**src/rtl/data_ram_arbiter_pkg.sv**
```systemverilog
// ============================================================================
// data_ram_arbiter_pkg : shared state encodings, master IDs and RAM levels
// Revision: 1.0
// ============================================================================
`timescale 1ns/1ps
`default_nettype none

package data_ram_arbiter_pkg;

  typedef enum logic [1:0] {
    ST_IDLE   = 2'd0,
    ST_ACCESS = 2'd1,
    ST_RESP   = 2'd2
  } arb_state_t;

  localparam logic c_ARB_M0 = 1'b0;
  localparam logic c_ARB_M1 = 1'b1;

  localparam logic c_CHIP_ENABLE   = 1'b1;
  localparam logic c_CHIP_DISABLE  = 1'b0;
  localparam logic c_WRITE_ENABLE  = 1'b1;
  localparam logic c_WRITE_DISABLE = 1'b0;

  // On a tie the master that did not win last time takes the grant.
  function automatic logic rr_winner(input logic [1:0] req, input logic last_grant);
    logic id;
    id = c_ARB_M0;
    if (req == 2'b11) begin
      id = ~last_grant;
    end else if (req[1]) begin
      id = c_ARB_M1;
    end
    return id;
  endfunction

endpackage

`default_nettype wire

```
**src/rtl/data_ram_arbiter_if.sv**
```systemverilog
// ============================================================================
// data_ram_arbiter_if : one master's request/acknowledge bus to the arbiter
// Revision: 1.0
// ============================================================================
`timescale 1ns/1ps
`default_nettype none

interface data_ram_arbiter_if #(
  parameter int ADDR_W = 32,
  parameter int DATA_W = 32
);

  logic                  req;
  logic                  we;
  logic [ADDR_W-1:0]     addr;
  logic [DATA_W/8-1:0]   sel;
  logic [DATA_W-1:0]     wdata;
  logic                  ack;
  logic [DATA_W-1:0]     rdata;

  modport master (
    output req, we, addr, sel, wdata,
    input  ack, rdata
  );

  modport slave (
    input  req, we, addr, sel, wdata,
    output ack, rdata
  );

endinterface

`default_nettype wire

```
**src/rtl/data_ram_arbiter_rr_pick2.sv**
```systemverilog
// ============================================================================
// rr_pick2 : combinational two-way round-robin picker
// Revision: 1.0
// ============================================================================
`timescale 1ns/1ps
`default_nettype none

module rr_pick2
  import data_ram_arbiter_pkg::*;
(
  input  logic [1:0] i_req,
  input  logic       i_last_grant,
  output logic       o_grant_valid,
  output logic       o_grant_id
);

  always_comb begin
    o_grant_valid = |i_req;
    o_grant_id    = rr_winner(i_req, i_last_grant);
  end

endmodule

`default_nettype wire

```
**src/rtl/data_ram_arbiter.sv**
```systemverilog
// ============================================================================
// data_ram_arbiter : two-master round-robin access to a single-port data RAM
// Revision: 1.0
// ============================================================================
`timescale 1ns/1ps
`default_nettype none

module data_ram_arbiter
  import data_ram_arbiter_pkg::*;
#(
  parameter int ADDR_W = 32,
  parameter int DATA_W = 32
) (
  input  logic                clk,
  input  logic                rst,
  data_ram_arbiter_if.slave   m0_bus,
  data_ram_arbiter_if.slave   m1_bus,
  output logic                ram_ce_o,
  output logic                ram_we_o,
  output logic [ADDR_W-1:0]   ram_addr_o,
  output logic [DATA_W/8-1:0] ram_sel_o,
  output logic [DATA_W-1:0]   ram_data_o,
  input  logic [DATA_W-1:0]   ram_data_i,
  output logic                busy_o
);

  localparam int SEL_W = DATA_W / 8;

  arb_state_t          r_state;
  logic                r_last_grant;
  logic                r_grant_id;
  logic                r_ce;
  logic                r_we;
  logic [ADDR_W-1:0]   r_addr;
  logic [SEL_W-1:0]    r_sel;
  logic [DATA_W-1:0]   r_data;
  logic                r_ack0;
  logic                r_ack1;
  logic [DATA_W-1:0]   r_rdata0;
  logic [DATA_W-1:0]   r_rdata1;

  logic                w_grant_valid;
  logic                w_grant_id;
  logic                w_win_we;
  logic [ADDR_W-1:0]   w_win_addr;
  logic [SEL_W-1:0]    w_win_sel;
  logic [DATA_W-1:0]   w_win_wdata;

  rr_pick2 u_pick (
    .i_req         ({m1_bus.req, m0_bus.req}),
    .i_last_grant  (r_last_grant),
    .o_grant_valid (w_grant_valid),
    .o_grant_id    (w_grant_id)
  );

  always_comb begin
    w_win_we    = m0_bus.we;
    w_win_addr  = m0_bus.addr;
    w_win_sel   = m0_bus.sel;
    w_win_wdata = m0_bus.wdata;
    if (w_grant_id == c_ARB_M1) begin
      w_win_we    = m1_bus.we;
      w_win_addr  = m1_bus.addr;
      w_win_sel   = m1_bus.sel;
      w_win_wdata = m1_bus.wdata;
    end
  end

  // Request fields are sampled only at the grant edge; ce/we qualify the held address/data.
  always_ff @(posedge clk or negedge rst) begin
    if (!rst) begin
      r_state      <= ST_IDLE;
      r_last_grant <= c_ARB_M1;
      r_grant_id   <= c_ARB_M0;
      r_ce         <= c_CHIP_DISABLE;
      r_we         <= c_WRITE_DISABLE;
      r_addr       <= '0;
      r_sel        <= '0;
      r_data       <= '0;
      r_ack0       <= 1'b0;
      r_ack1       <= 1'b0;
      r_rdata0     <= '0;
      r_rdata1     <= '0;
    end else begin
      case (r_state)
        ST_IDLE: begin
          r_ack0 <= 1'b0;
          r_ack1 <= 1'b0;
          if (w_grant_valid) begin
            r_grant_id   <= w_grant_id;
            r_last_grant <= w_grant_id;
            r_ce         <= c_CHIP_ENABLE;
            r_we         <= w_win_we;
            r_addr       <= w_win_addr;
            r_sel        <= w_win_sel;
            r_data       <= w_win_wdata;
            r_state      <= ST_ACCESS;
          end
        end
        ST_ACCESS: begin
          r_ce <= c_CHIP_DISABLE;
          r_we <= c_WRITE_DISABLE;
          if (r_grant_id == c_ARB_M1) begin
            r_ack1 <= 1'b1;
            if (r_we != c_WRITE_ENABLE) begin
              r_rdata1 <= ram_data_i;
            end
          end else begin
            r_ack0 <= 1'b1;
            if (r_we != c_WRITE_ENABLE) begin
              r_rdata0 <= ram_data_i;
            end
          end
          r_state <= ST_RESP;
        end
        ST_RESP: begin
          r_ack0  <= 1'b0;
          r_ack1  <= 1'b0;
          r_state <= ST_IDLE;
        end
        default: begin
          r_ce    <= c_CHIP_DISABLE;
          r_we    <= c_WRITE_DISABLE;
          r_ack0  <= 1'b0;
          r_ack1  <= 1'b0;
          r_state <= ST_IDLE;
        end
      endcase
    end
  end

  assign ram_ce_o     = r_ce;
  assign ram_we_o     = r_we;
  assign ram_addr_o   = r_addr;
  assign ram_sel_o    = r_sel;
  assign ram_data_o   = r_data;
  assign m0_bus.ack   = r_ack0;
  assign m1_bus.ack   = r_ack1;
  assign m0_bus.rdata = r_rdata0;
  assign m1_bus.rdata = r_rdata1;
  assign busy_o       = (r_state != ST_IDLE);

endmodule

`default_nettype wire

```
**src/flat_wrapper.sv**
```systemverilog
// flat-port wrapper written by rule: the top's interface ports become plain ports
module data_ram_arbiter_flat import data_ram_arbiter_pkg::*;
#(
  parameter int ADDR_W = 32,
  parameter int DATA_W = 32
)
  (clk, rst, ram_ce_o, ram_we_o, ram_addr_o, ram_sel_o, ram_data_o, ram_data_i, busy_o, m0_bus_req, m0_bus_we, m0_bus_addr, m0_bus_sel, m0_bus_wdata, m0_bus_ack, m0_bus_rdata, m1_bus_req, m1_bus_we, m1_bus_addr, m1_bus_sel, m1_bus_wdata, m1_bus_ack, m1_bus_rdata);
  data_ram_arbiter_if #(.ADDR_W(ADDR_W), .DATA_W(DATA_W)) m0_bus_i ();
  data_ram_arbiter_if #(.ADDR_W(ADDR_W), .DATA_W(DATA_W)) m1_bus_i ();
  input  logic clk;
  input  logic rst;
  output logic ram_ce_o;
  output logic ram_we_o;
  output logic [ADDR_W-1:0] ram_addr_o;
  output logic [DATA_W/8-1:0] ram_sel_o;
  output logic [DATA_W-1:0] ram_data_o;
  input  logic [DATA_W-1:0] ram_data_i;
  output logic busy_o;
  input wire logic [$bits(m0_bus_i.req)-1:0] m0_bus_req;
  input wire logic [$bits(m0_bus_i.we)-1:0] m0_bus_we;
  input wire logic [$bits(m0_bus_i.addr)-1:0] m0_bus_addr;
  input wire logic [$bits(m0_bus_i.sel)-1:0] m0_bus_sel;
  input wire logic [$bits(m0_bus_i.wdata)-1:0] m0_bus_wdata;
  output wire logic [$bits(m0_bus_i.ack)-1:0] m0_bus_ack;
  output wire logic [$bits(m0_bus_i.rdata)-1:0] m0_bus_rdata;
  input wire logic [$bits(m1_bus_i.req)-1:0] m1_bus_req;
  input wire logic [$bits(m1_bus_i.we)-1:0] m1_bus_we;
  input wire logic [$bits(m1_bus_i.addr)-1:0] m1_bus_addr;
  input wire logic [$bits(m1_bus_i.sel)-1:0] m1_bus_sel;
  input wire logic [$bits(m1_bus_i.wdata)-1:0] m1_bus_wdata;
  output wire logic [$bits(m1_bus_i.ack)-1:0] m1_bus_ack;
  output wire logic [$bits(m1_bus_i.rdata)-1:0] m1_bus_rdata;
  assign m0_bus_i.req = m0_bus_req;
  assign m0_bus_i.we = m0_bus_we;
  assign m0_bus_i.addr = m0_bus_addr;
  assign m0_bus_i.sel = m0_bus_sel;
  assign m0_bus_i.wdata = m0_bus_wdata;
  assign m0_bus_ack = m0_bus_i.ack;
  assign m0_bus_rdata = m0_bus_i.rdata;
  assign m1_bus_i.req = m1_bus_req;
  assign m1_bus_i.we = m1_bus_we;
  assign m1_bus_i.addr = m1_bus_addr;
  assign m1_bus_i.sel = m1_bus_sel;
  assign m1_bus_i.wdata = m1_bus_wdata;
  assign m1_bus_ack = m1_bus_i.ack;
  assign m1_bus_rdata = m1_bus_i.rdata;
  data_ram_arbiter #(.ADDR_W(ADDR_W), .DATA_W(DATA_W)) u_core (.clk(clk), .rst(rst), .m0_bus(m0_bus_i), .m1_bus(m1_bus_i), .ram_ce_o(ram_ce_o), .ram_we_o(ram_we_o), .ram_addr_o(ram_addr_o), .ram_sel_o(ram_sel_o), .ram_data_o(ram_data_o), .ram_data_i(ram_data_i), .busy_o(busy_o));
endmodule
```
**config.mk**
```make
export PLATFORM = sky130hd
export DESIGN_NAME = data_ram_arbiter_flat
export DESIGN_NICKNAME = d
export VERILOG_FILES = /design/src/rtl/data_ram_arbiter_pkg.sv /design/src/rtl/data_ram_arbiter_if.sv /design/src/rtl/data_ram_arbiter_rr_pick2.sv /design/src/rtl/data_ram_arbiter.sv /design/src/flat_wrapper.sv
export SDC_FILE = /design/constraint.sdc
export NUM_CORES = 1
export LEC_CHECK = 0
export BUFFER_PORTS_ARGS = -buffer_cell sky130_fd_sc_hd__buf_2
export CAP_MARGIN = 10
export CORE_MARGIN = 4
export CORE_UTILIZATION = 50
export CTS_CLUSTER_SIZE = 24
export DETAILED_ROUTE_END_ITERATION = 10
export GPL_TIMING_DRIVEN = 0
export PLACE_DENSITY_LB_ADDON = 0.2
export SLEW_MARGIN = 20
export SYNTH_ARGS = -nofsm -noshare
export SYNTH_HDL_FRONTEND = slang
export SYNTH_SLANG_ARGS = --single-unit
```
**constraint.sdc**
```tcl
create_clock -name clk -period 2.44 [get_ports clk]
set_input_delay 0.244 -clock clk [delete_from_list [all_inputs] [get_ports clk]]
set_output_delay 0.244 -clock clk [all_outputs]
set_load 0.01 [all_outputs]
```
# Yosys cells after proc, flatten, opt, wreduce, memory -nomap -nowiden
# Cells that the tools add are included.
# totals
register_bits	140
inputBits	174
word_cells	45
# op_classes
eq_ne	6
mux	16
n_bitwise	4
reduce_logical	7
# ops
cell	n
$mux 32	2
$mux 1	9
$reduce_and 3->1	2
$eq 2x2->1 const B	2
$mux 4	1
$ne 2x2->1 const B	2
$not 1->1	4
$pmux 1 s2	2
$pmux 2 s2	1
$reduce_and 2->1	2
$eq 2x1->1 const B	1
$logic_not 2->1	1
$mux 2	1
$ne 2x1->1 const B	1
$reduce_bool 2->1	1
$reduce_or 2->1	1

# Depth between registers and ports, before layout
# Gate-level depths: netlist of run 1.
# logic_depth
word_depth	5
mapped_depth	5
depth_no_buf	4

# Hierarchy
# A second synthesis of run 1 with hierarchy kept.
# hier_totals
cells_unflattened	457
hier_area_um2	5828.1
# modules_own_cells
mod	instances	cells_per_inst	area_per_inst_um2	seq_area_each_um2
data_ram_arbiter	1	455	5814.3	3504.6
rr_pick2	1	2	13.8	0.0

# Least setup slack after synthesis of run 1
# Ideal clock, no wire load.
# synth_path
kind	register to register
start	register u_core.r_last_grant
end	register u_core.r_addr[0] (netlist: u_core.ram_addr_o[0])
arrival_ns	1.493
t_required_ns	2.315
setup_slack_ns	0.822
path_stages_with_launch	6
path_cell_list	dfstp_2 a21bo_1 buf_6 buf_12 mux2_4 mux2_4
# synth_between
elab_chain_len	3
# synth_lines
element	line	source
start, declared	data_ram_arbiter.sv:30	logic r_last_grant;
start signal, assigned	data_ram_arbiter.sv:73	r_last_grant <= c_ARB_M1;
start signal, assigned	data_ram_arbiter.sv:91	r_last_grant <= w_grant_id;
$not 1->1	data_ram_arbiter_pkg.sv:29	id = ~last_grant;
$mux 1	data_ram_arbiter_pkg.sv:28	if (req == 2'b11) begin
$mux 32	data_ram_arbiter.sv:61	if (w_grant_id == c_ARB_M1) begin
end signal, assigned	data_ram_arbiter.sv:94	r_addr <= w_win_addr;
end, declared	data_ram_arbiter.sv:34	logic [ADDR_W-1:0] r_addr;
# Every way passes these cells.
# A chain may end at the register's enable or synchronous reset.

# Worst setup path after layout of run 1
# layout_path
start	register u_core.r_last_grant
end	register u_core.r_data[24] (netlist: u_core.ram_data_o[24])
# layout_between
elab_chain_len	3
# layout_lines
element	line	source
$not 1->1	data_ram_arbiter_pkg.sv:29	
$mux 1	data_ram_arbiter_pkg.sv:28	
$mux 32	data_ram_arbiter.sv:61	
end signal, assigned	data_ram_arbiter.sv:96	r_data <= w_win_wdata;
end, declared	data_ram_arbiter.sv:36	logic [DATA_W-1:0] r_data;
# Every way passes these cells.

==> flow_summary.json, run 1 <==
{
  "status": "complete, no violations",
  "drv_cap": 0,
  "htreeDepth": 4,
  "syn_area_sq_mm": 0.00663,
  "max_freq_ghz": 0.548,
  "worstMarginPinSlew_ns": 0.568,
  "grt_setup_unrepaired": "no",
  "dieArea_sq_mm": 0.0152,
  "leakage_uw": 0.00480,
  "yosysTopAreaCell": "dfrtp_1",
  "drv_slew": 0,
  "grt_pass1_wl_um": 24200,
  "dr.pass1.iters": 4,
  "ctsLongestPathBuffers": 2,
  "cts_sinks": 140,
  "syn2layout_area_growth_pct": 37.5,
  "period_share_pct": 74.7,
  "post_dp_cell_area_sq_mm": 0.00844,
  "drt_iter0_drc": 198,
  "critical_path_required_ns": 2.73,
  "drive_gt1_share_pct": 77.2,
  "setup_ws_ns": 0.617,
  "clkTransAtPathRegs_ns": 0.06,
  "nNetsFinal": 889,
  "root_buffer": "clkbuf_16",
  "crit_family": "multiplexers",
  "grt_pass1_vias": 4794,
  "worstSkewPairLatency_ns": 0.41,
  "cts_tree": "yes",
  "gp_congestion": 0.803,
  "synth_seq_cells": 140,
  "cts_setup_buffers": 0,
  "antenna_found_initial": 0,
  "place_inst": 867,
  "fin_skew_ns": 0.0106,
  "cpPeakStageDelay_ns": 0.56,
  "via_per_inst": 4.91,
  "worstPathCellList": "a21bo_1, buf_6, buf_12, mux2_4, mux2_4",
  "synthTopCellsByArea": "dfrtp_1, mux2_4, mux2_2, buf_12, buf_4",
  "synth.top_cell.area_share_pct": 52.4,
  "num_rows": 41,
  "core_area_sq_mm": 0.0128,
  "start_util_pct": 51.7,
  "cellPowerDensity_mw_per_mm2": 1380,
  "vias": 4423,
  "grt_overflow": 0,
  "instances_no_fill": 900,
  "grt_max_degree": 107,
  "final_common_cell": "buf_2",
  "finalPower_uw": 12500,
  "critical_path_class": "reg2reg",
  "antenna_left": 0,
  "dp_hpwl_um": 12700,
  "die_w_um": 123,
  "fin_crit_ns": 1.82,
  "synthDistinctLibCells": 22,
  "fin_area_sq_mm": 0.00912,
  "wirelength_um": 16300,
  "hold_buffers": 1,
  "pre_cts_ws_ns": 0.682,
  "ys.warnings.count": 0,
  "grt_use_total_pct": 21.0,
  "slowest_stage": "dfstp_2",
  "syn-num-nets": 558,
  "syn_inst": 384,
  "slew_headroom_pct": 62.2,
  "remaining_drc_errors": 0,
  "wl_per_cell_um": 18.1,
  "final_cell_mix": "buf_2, dfrtp_1, mux2_4",
  "path_max_fanout": 10,
  "critPathLaunchType": "flop",
  "arrival_ns": 2.11,
  "end_kind": "flop",
  "yosysSeqAreaShare_pct": 52.8,
  "ir_drop_mv": 0.683,
  "die_h_um": 123,
  "ctsResizeCount": 0,
  "cp_common_cell": "mux2_4",
  "fin_tns_setup_ns": 0,
  "setup-violations-final": 0,
  "diodes": 0,
  "port-buffer-count": 310,
  "hp-class": "in2reg",
  "crit_buf_inv": 2,
  "syn_avg_cell_area_sq_um": 17.3,
  "hold_viol": 0,
  "cts_buffers": 17,
  "io_pins": 311
}
-- final timing paths --
check,startpoint,endpoint,slack [ns],cells past startpoint
hold / removal,m0_bus_req,u_core.r_last_grant,0.05,2
max in group asynchronous,rst,u_core.m1_bus.rdata[31],1.32,3
setup / recovery,u_core.r_last_grant,u_core.ram_data_o[24],0.62,5
min in group asynchronous,rst,u_core.ram_data_o[5],0.28,2
setup reg to reg,u_core.r_last_grant,u_core.ram_data_o[24],0.62,5
hold reg to reg,u_core.m0_bus.ack,u_core.m0_bus.ack,0.48,1
-- Yosys cell counts (all sizes together) --
| master | number |
|---|---|
| o21ai | 4 |
| buf | 21 |
| mux2i | 1 |
| mux2 | 200 |
| nor3 | 2 |
| a31oi | 1 |
| a21bo | 1 |
| nand2b | 1 |
| o21a | 1 |
| nor2b | 1 |
| a21oi | 1 |
| o22ai | 1 |
| inv | 5 |
| dfstp | 1 |
| dfrtp | 139 |
| nor2 | 4 |
-- cells by family after synthesis --
| logic type | count (synthesis) | share of synthesized area (%) |
|---|---|---|
| compound gates | 9 | 0.830 |
| mux | 201 | 41.8 |
| flops | 140 | 52.8 |
| simple gates | 8 | 0.717 |
| buf+inv | 26 | 3.81 |
-- worst register-to-register path, stage by stage (launching register included) --
cell	delay, ns
dfstp_2	0.56
a21bo_1	0.17
buf_6	0.21
buf_12	0.18
mux2_4	0.33
mux2_4	0.26
-- sequential cells by signal, indices dropped and copies added, names as in the netlist, 2 cells and up --
name	flops
u_core.m0_bus.rdata	32
u_core.r_state	2
u_core.ram_addr_o	32
u_core.ram_data_o	32
u_core.ram_sel_o	4
u_core.m1_bus.rdata	32
-- cell type report --
class,instances,area [sq um]
fillers,925,3700
multi-input cells,218,2880
inverters,5,18.8
flip-flops and latches,140,3500
repair buffers,312,1600
clock buffers,21,460
clock inverters,11,214
well taps,172,215
plain buffers,21,234
-- routing by layer --
layer | vias to the layer above | wire, um | track usage [%]
li1 | 2032 | - | -
met1 | 2169 | 5880 | 23.2
met2 | 195 | 8790 | 38.4
met3 | 27 | 1290 | 5.99
met4 | 0 | 347 | 7.68
met5 | - | 0 | 0
-- through the flow --
step	util (%)	hold WS (ns)
4_1_cts	71.1	0.0386
3_3_place_gp	65.5	0.438
6_report	71.1	0.0512
5_1_grt	71.1	0.0493
2_1_floorplan	-	-0.0516
3_5_place_dp	65.8	0.121
-- power breakdown --
part | total [uW] | internal [uW] | switching, uW
Sequential | 4210 | 3550 | 669
Combinational | 5420 | 3070 | 2350
Clock | 2910 | 1970 | 940
Total | 12500 | 8590 | 3960
Power figures use the tool's default switching activity.
==> inputs of run 2 (changes only) <==
--- a/config.mk
+++ b/config.mk
@@ -8,7 +8,7 @@
 export BUFFER_PORTS_ARGS = -buffer_cell sky130_fd_sc_hd__buf_2
 export CAP_MARGIN = 10
 export CORE_MARGIN = 4
-export CORE_UTILIZATION = 50
+export CORE_UTILIZATION = 47
 export CTS_CLUSTER_SIZE = 24
 export DETAILED_ROUTE_END_ITERATION = 10
 export GPL_TIMING_DRIVEN = 0
==> constraint.sdc (replaced) <==
create_clock -name clk -period 1.85 [get_ports clk]
set_input_delay 0.185 -clock clk [delete_from_list [all_inputs] [get_ports clk]]
set_output_delay 0.185 -clock clk [all_outputs]
set_load 0.01 [all_outputs]
==> run 2 against run 1 <==
Compared with the run above: critical endpoint is now u_core.ram_data_o[27]; clock power up 30%; first-iteration DRC count shrank 35%; sequential power is 31% higher; sequential cell count unchanged; highest routed layer unchanged; wire length decreased by 0.53%; critical path depth unchanged; design area up 0.32%; worst hold slack got worse by 0.030 ns.
==> flow_summary.json, run 2 (synthesis gave the netlist of run 1 again) <==
{
  "path_max_fanout": 10,
  "via_per_inst": 4.82,
  "start_util_pct": 48.0,
  "ctsLongestPathBuffers": 2,
  "instances_no_fill": 910,
  "remaining_drc_errors": 0,
  "place_inst": 875,
  "core_area_sq_mm": 0.0138,
  "grt_util_met3_pct": 5.94,
  "period_share_pct": 94.3,
  "ir_drop_mv": 0.638,
  "drt_iter0_drc": 129,
  "critical_path_required_ns": 2.14,
  "worstMarginPinSlew_ns": 0.539,
  "grt_pass1_vias": 4711,
  "cellPowerDensity_mw_per_mm2": 1800,
  "nNetsFinal": 891,
  "antenna_left": 0,
  "num_rows": 43,
  "worstSkewPairLatency_ns": 0.41,
  "antenna_found_initial": 0,
  "cts_setup_buffers": 0,
  "port-buffer-count": 310,
  "final_cell_mix": "buf_2, dfrtp_1, mux2_4",
  "grt_use_met2_pct": 34.4,
  "diodes": 0,
  "grt_pass1_wl_um": 25100,
  "htreeDepth": 4,
  "arrival_ns": 2.03,
  "clkTransAtPathRegs_ns": 0.06,
  "die_w_um": 127,
  "status": "complete, no violations",
  "dieArea_sq_mm": 0.0161,
  "hold_viol": 0,
  "grt_max_degree": 73,
  "wirelength_um": 16200,
  "grt_use_met1_pct": 23.6,
  "leakage_uw": 0.00480,
  "slew_headroom_pct": 64.1,
  "cpPeakStageDelay_ns": 0.54,
  "final_common_cell": "buf_2",
  "cts_tree": "yes",
  "fin_crit_ns": 1.74,
  "min_from": "ram_data_i[28]",
  "critPathLaunch": "u_core.r_last_grant",
  "critPathLaunchType": "flop",
  "vias": 4387,
  "syn2layout_area_growth_pct": 38.0,
  "r2r-start": "u_core.r_last_grant",
  "dp_hpwl_um": 12700,
  "worstPathCellList": "a21bo_1, buf_6, buf_12, mux2_4, mux2_4",
  "drive_gt1_share_pct": 76.8,
  "finalPower_uw": 16500,
  "cp_common_cell": "mux2_4",
  "end_kind": "flop",
  "dr.pass1.iters": 4,
  "fin_skew_ns": 0.00961,
  "gp_congestion": 0.794,
  "grt.busiest_layer": "met2",
  "critical_path_class": "reg2reg",
  "cts_buffers": 17,
  "grt_overflow": 0,
  "cts_sinks": 140,
  "wl_per_cell_um": 17.8,
  "grt_setup_unrepaired": "no",
  "slowest_stage": "dfstp_2",
  "max_freq_ghz": 0.573,
  "hp-class": "in2reg",
  "grt_use_total_pct": 19.9,
  "drv_cap": 0,
  "root_buffer": "clkbuf_16",
  "drv_slew": 0,
  "io_pins": 311,
  "die_h_um": 127,
  "setup-violations-final": 0
}
-- run 2: final cells by class --
| type | instances | area (sq um) |
|---|---|---|
| Inverter | 5 | 18.8 |
| Fill cell | 1034 | 4680 |
| Sequential cell | 140 | 3500 |
| Tap cell | 180 | 225 |
| Multi-Input combinational cell | 218 | 2890 |
| Clock inverter | 9 | 183 |
| Clock buffer | 23 | 478 |
| Timing Repair Buffer | 314 | 1620 |
| Buffer | 21 | 234 |
-- run 2: critical path: cells and delay by family (launching register included) --
| family | cells | cell delay, ns |
|---|---|---|
| buf+inv | 2 | 0.39 |
| flops | 1 | 0.54 |
| compound gates | 1 | 0.13 |
| mux | 2 | 0.57 |
-- run 2: where the power goes --
part / switching, uW / internal [uW] / leakage, uW
logic: 3120 / 4060 / 0.00283
clock network: 1260 / 2510 / 0.000314
registers: 861 / 4670 / 0.00165
total: 5240 / 11200 / 0.00480
-- run 2: final timing paths --
check                                          end  slack [ns]  cells after the start
setup / recovery             u_core.ram_data_o[27]        0.11                      5
hold / removal             u_core.m1_bus.rdata[28]        0.02                      2
setup reg to reg             u_core.ram_data_o[27]        0.11                      5
hold reg to reg             u_core.m1_bus.rdata[4]        0.48                      1
max in group asynchronous   u_core.m0_bus.rdata[2]        0.80                      3
min in group asynchronous  u_core.m0_bus.rdata[28]        0.33                      2
-- run 2: stage by stage --
step	setup TNS (ns)	setup WS [ns]	util (%)	hold WS, ns	cell area [sq um]
after floorplan	0	0.232	-	-0.111	6630
after detailed placement	0	0.0778	61.1	0.187	8450
final	0	0.105	66.2	0.0216	9150
after global routing	0	0.00968	66.2	0.00783	9150
after global placement	-167.12	-1.21	60.8	0.376	8410
after CTS	0	0.0575	66.1	0.00162	9140
-- run 2: metal layers --
layer / share of wire, % / up-vias
met5: 0 / -
met4: 2.1 / 0
met3: 7.4 / 25
met2: 51 / 201
met1: 40 / 2124
li1: - / 2037
-- run 2: what timing repair did --
item                                    in CTS  in global routing
gates resized for setup                      0                  2
hold buffers                                 3                  0
endpoints found under the hold margin       72                  0
endpoints found under the setup margin       0                 25
